## src/rtl/seq_detect_pkg.sv

```systemverilog
// seq_detect_pkg: shared state type and size defaults for the sequence detector
package seq_detect_pkg;
  typedef enum logic [1:0] {IDLE = 2'd0, ARMED = 2'd1, HOLD = 2'd2} state_t;
  localparam int PAT_W_DEF = 8;
  localparam int CNT_W_DEF = 8;
  localparam int LEN_W = $clog2(PAT_W_DEF) + 1;
endpackage

```

## src/rtl/seq_match_window.sv

```systemverilog
// seq_match_window: bit history, fill counter and length-masked pattern compare
module seq_match_window
  import seq_detect_pkg::*;
#(
  parameter int PAT_W = PAT_W_DEF,
  parameter int LW = LEN_W
) (
  input  logic             clk,
  input  logic             rst,
  input  logic             shift,
  input  logic             clr_fill,
  input  logic             clr_all,
  input  logic             bit_in,
  input  logic [PAT_W-1:0] pat,
  input  logic [LW-1:0]    len,
  output logic             hit
);
  logic [PAT_W-2:0] hist;
  logic [LW-1:0] fill;
  logic [PAT_W-1:0] win, mask;
  assign win = {hist, bit_in};
  assign mask = ~({PAT_W{1'b1}} << len);
  assign hit = (fill >= len - LW'(1)) && (((win ^ pat) & mask) == '0);
  always_ff @(posedge clk or posedge rst)
    if (rst) begin
      hist <= '0;
      fill <= '0;
    end else if (clr_all) begin
      hist <= '0;
      fill <= '0;
    end else if (shift) begin
      hist <= win[PAT_W-2:0];
      fill <= clr_fill ? '0 : (fill >= len ? len : fill + LW'(1));
    end
endmodule

```

## src/rtl/seq_detect_ctrl.sv

```systemverilog
// seq_detect_ctrl: programmable serial pattern detector with arm/hold control and match counting
module seq_detect_ctrl
  import seq_detect_pkg::*;
#(
  parameter int PAT_W = PAT_W_DEF,
  parameter int CNT_W = CNT_W_DEF
) (
  input  logic                 clk,
  input  logic                 rst,
  input  logic                 cfg_we,
  input  logic [PAT_W-1:0]     cfg_pat,
  input  logic [$clog2(PAT_W):0] cfg_len,
  input  logic                 cfg_ovl,
  input  logic [CNT_W-1:0]     cfg_target,
  input  logic                 start,
  input  logic                 stop,
  input  logic                 bit_in,
  input  logic                 bit_vld,
  output logic                 match,
  output logic [CNT_W-1:0]     match_cnt,
  output logic                 done,
  output logic                 busy,
  output logic                 cfg_err,
  output logic [1:0]           state
);
  localparam int LW = $clog2(PAT_W) + 1;
  state_t st;
  logic [PAT_W-1:0] pat;
  logic [LW-1:0] len;
  logic ovl, hit, len_ok;
  logic [CNT_W-1:0] tgt, cnt_inc;
  assign len_ok = (cfg_len >= LW'(2)) && (cfg_len <= LW'(PAT_W));
  assign match = (st == ARMED) && bit_vld && hit;
  assign cnt_inc = &match_cnt ? match_cnt : match_cnt + CNT_W'(1);
  assign state = st;
  seq_match_window #(.PAT_W(PAT_W), .LW(LW)) u_win (
    .clk(clk),
    .rst(rst),
    .shift((st == ARMED) && bit_vld),
    .clr_fill(match && !ovl),
    .clr_all(start || stop),
    .bit_in(bit_in),
    .pat(pat),
    .len(len),
    .hit(hit)
  );
  always_ff @(posedge clk or posedge rst)
    if (rst) begin
      st <= IDLE;
      match_cnt <= '0;
      done <= 1'b0;
      busy <= 1'b0;
      cfg_err <= 1'b0;
      pat <= '0;
      len <= LW'(2);
      ovl <= 1'b0;
      tgt <= '0;
    end else begin
      cfg_err <= cfg_we && (st != IDLE || !len_ok);
      if (cfg_we && st == IDLE && len_ok) begin
        pat <= cfg_pat;
        len <= cfg_len;
        ovl <= cfg_ovl;
        tgt <= cfg_target;
      end
      if (stop) begin
        st <= IDLE;
        done <= 1'b0;
        busy <= 1'b0;
      end else if (start) begin
        st <= ARMED;
        match_cnt <= '0;
        done <= 1'b0;
        busy <= 1'b1;
      end else if (match) begin
        match_cnt <= cnt_inc;
        if (tgt != '0 && cnt_inc == tgt) begin
          st <= HOLD;
          done <= 1'b1;
          busy <= 1'b0;
        end
      end
    end
endmodule

```

## config.mk

```make
export PLATFORM = sky130hd
export DESIGN_NAME = seq_detect_ctrl
export DESIGN_NICKNAME = d
export VERILOG_FILES = /design/src/rtl/seq_detect_pkg.sv /design/src/rtl/seq_match_window.sv /design/src/rtl/seq_detect_ctrl.sv
export SDC_FILE = /design/constraint.sdc
export NUM_CORES = 1
export LEC_CHECK = 0
export BUFFER_PORTS_ARGS = -buffer_cell sky130_fd_sc_hd__clkbuf_2
export CAP_MARGIN = 40
export CORE_AREA = 2 2 103 55
export DETAILED_ROUTE_END_ITERATION = 7
export DIE_AREA = 0 0 105 57
export PLACE_DENSITY_LB_ADDON = 0.3
export SLEW_MARGIN = 20
export SYNTH_ARGS = -nofsm -noshare
export SYNTH_HDL_FRONTEND = slang
export SYNTH_SLANG_ARGS = --single-unit
```

## constraint.sdc

```tcl
create_clock -name clk -period 4.73 [get_ports clk]
set_input_delay 0.473 -clock clk [delete_from_list [all_inputs] [get_ports clk]]
set_output_delay 0.473 -clock clk [all_outputs]
set_load 0.01 [all_outputs]
```

==> run metrics <==
run status finished, final reports clean; Cells after DPL 379; core area 0.005182 mm^2; hpwl dp ~4800 um; routed vias/inst 5.832; PD cells 322.7 mW/mm^2; CTS root buf clkbuf_8; Sw Pwr about 0.30 mW; Gate Count Post-Synth about 280; Final Max Tran Viols 0; sequential share of power 0.475; Final Util 0.5915; Setup Buffers After CTS 0; Most Frequent Cell on Critical Path ha_1; RSZ-0062 raised after global routing false; CP Class flop to primary output; antenna viol nets, final 0; worst reg2reg path depth 11; Leak 1.360 nW; fin crit share 0.6867; drt drc 0; Routed WL ~6400 um; CTS tree built; htree depth 2; Post-synth EDFFs 0; 1st-iter DRT viols approximately 280; HP Class primary input to asynchronous set/reset pin; first-pass GRT wire length around 11000 um; slew margin rel. 0.4714; chip width around 110 um; CTS Buf Count 5; Mapped Nets around 320; Startpoint Class flop; starting density of the core 0.5270; clk buf depth 2; number of global-route vias before repair 2043; Placed Instance Area between 0.002 and 0.003 mm^2; dpl ws 1.840 ns; Tightest Pin Transition 0.7900 ns; Yosys reg bits 43; Fmax 0.3079 GHz; setup_tns 0 ns; Seq/Total Area, Yosys 0.3944; number of buffers inserted by port buffering between 40 and 50; I/O pin total 42; worst vdd rail ir drop 0.1834 mV; Setup WS post-layout around 1.5 ns; clk_skew 0.005127 ns; Post-Synthesis Cell Area 0.002731 mm^2; pin count of the biggest net entering global routing 44; Sw Share 0.3061; most used flip-flop cell after synthesis dfrtp_1; Pwr Total around 0.99 mW; num rows 19; post-CTS resize count 0; synth warn 0; area delta synth->final 12.23%; Slowest-stage cell, CP dfstp_2; CP endpoint kind primary output; hold slack 0.2768 ns; GPL Wtd Cong 0.9216; Final setup violation count 0; CP arrival roughly 2.8 ns; max incr delay on CP a little under 0.6 ns; DR WL/cell between 15 and 20 um; Fill cells between 400 and 500; die area ~0.0060 mm^2; Pre-Repair DR Iteration Count 5; final hold viol count 0; final std cells w/o fill about 390; initial antenna violation count 0; crit path max fanout 11; clock-pin slew on the worst setup and hold paths 0.09 ns; Pint 0.6865 mW; reg2reg setup slack ~1.9 ns; syn avg cell area slightly below 10 um^2; vias post-DR approximately 2300; area of the multi-input gates 0.001513 mm^2; ant diodes 0; Worst Path Required between 4 and 5 ns; clock power share 0.289; Die Ht between 50 and 60 um; cells along the critical path inv_1, ha_1, ha_1, ha_1, o21a_1, o22ai_1, nor3_1, nand2_2, clkinv_4, clkbuf_2; Storage cell area between 0.001 and 0.0015 mm^2; post-layout minimum cycle time between 3 and 4 ns; total track usage 0.2314; final instance area slightly above 0.003 mm^2; layout cell share with drive strength beyond 1 0.2812; CTS hold repair buffers 0; combinational share of power 0.236; total grt overflow 0; Unique masters post-synth 57; Total Nets Final around 360; fraction of registers with async set/reset 1.000; max-cap viol count 0; clk sinks 43; worst skew pair latency roughly 0.30 ns
==> synthesized netlist by cell type, drive strengths merged, types with 3 or more instances <==
master	instances	area share
a21oi	21	0.038
inv	12	0.016
nand3	8	0.018
o211ai	5	0.016
xnor2	7	0.022
and3	5	0.011
ha	14	0.064
buf	11	0.028
dfrtp	42	0.38
o21ai	11	0.022
mux2	22	0.091
nor3	8	0.018
or2	3	0.0069
or3	3	0.0069
xor2	5	0.016
nand2	26	0.037
nor2	14	0.019
nand2b	4	0.0092
o21a	4	0.011
a31oi	9	0.021
o22ai	3	0.0069
clkbuf	3	0.0041
nand3b	3	0.0082
nor4	3	0.015
o22a	4	0.013
and4	4	0.013
==> layer usage <==
layer	up-vias	GRT usage	routed length, um
li1	1081	-	-
met1	1055	0.4006	3327
met2	110	0.2764	2358
met3	5	0.06171	640
met4	0	0.04000	37
met5	-	0	0
==> sequential cells by signal, indices dropped and copies added, names as in the netlist <==
signal,cells
u_win.fill,4
ovl,1
pat,8
len,4
u_win.hist,7
tgt,8
match_cnt,8
done,1
cfg_err,1
state,1
==> worst max-delay path: cells and delay by family, from the launching register on <==
family	cells	cell delay, ns
adders and majority gates	3	0.78
DFF	1	0.58
and+or+nand+nor	2	0.54
AOI/OAI and AO/OA	2	0.19
buffers and inverters	3	0.38
==> power by group through the flow <==
stage / clock network, mW / registers [mW] / logic, mW
detailed placement: 0 / 0.476 / 0.231
finish: 0.286 / 0.470 / 0.233
global placement: 0 / 0.472 / 0.223
CTS: 0.293 / 0.468 / 0.233
global route: 0.311 / 0.479 / 0.260
floorplan: 0 / 0.457 / 0.182
==> worst paths after layout <==
path,start,endpoint
min in group clk,cfg_target[2],tgt[2]$_DFFE_PP0P_
min,rst,pat[7]$_DFFE_PP0P_
max in group asynchronous,rst,len[1]$_DFFE_PP1P_
max,len[1]$_DFFE_PP1P_,match
max reg2reg,len[1]$_DFFE_PP1P_,match_cnt[0]$_DFFE_PP0P_
min reg2reg,pat[0]$_DFFE_PP0P_,pat[0]$_DFFE_PP0P_
==> cells in the final DEF (no fill, tap or decap), types with 2 or more instances in the layout <==
cell type | netlist | layout
dfrtp_1 | 42 | 42
clkbuf_2 | 0 | 41
nand2_1 | 25 | 25
mux2_2 | 22 | 22
a21oi_1 | 21 | 21
nor2_1 | 14 | 14
ha_1 | 14 | 14
inv_1 | 11 | 10
a31oi_1 | 9 | 9
xnor2_1 | 7 | 7
o21ai_0 | 7 | 7
nor3_1 | 6 | 6
nand3_1 | 6 | 6
xor2_1 | 5 | 5
and3_1 | 5 | 5
clkbuf_8 | 0 | 5
nand2b_1 | 4 | 4
o21a_1 | 4 | 4
and4_1 | 4 | 4
o211ai_1 | 4 | 4
o22a_1 | 4 | 4
nand3b_1 | 3 | 3
o22ai_1 | 3 | 3
or3_1 | 3 | 3
o21ai_1 | 3 | 3
a21o_1 | 2 | 2
or2_1 | 2 | 2
mux2i_1 | 2 | 2
nand3_2 | 2 | 2
a211oi_1 | 2 | 2
and2_1 | 2 | 2
o221ai_1 | 2 | 2
nor3_2 | 2 | 2
==> logic make-up (layout without fill, tap and decap cells) <==
| group | Yosys count | after routing | synth area share |
|---|---|---|---|
| adder cells (fa/ha/maj) | 14 | 14 | 0.06413 |
| XOR/XNOR | 12 | 12 | 0.03848 |
| flip-flops | 43 | 43 | 0.3944 |
| AND/OR/NAND/NOR | 88 | 88 | 0.1869 |
| buffers and inverters | 27 | 63 | 0.05176 |
| multiplexers | 24 | 24 | 0.09803 |
| AO/OA/AOI/OAI | 69 | 69 | 0.1663 |
==> area by class of cell <==
type                    count  area share
repair buffers             43     0.07306
clock inverters             2     0.01224
clock buffers               5     0.02245
well taps                  73     0.02980
multi-input cells         207      0.4935
flip-flops and latches     43      0.3514
inverters                  13     0.01755
No activity file was read; power rests on OpenSTA's default activity.
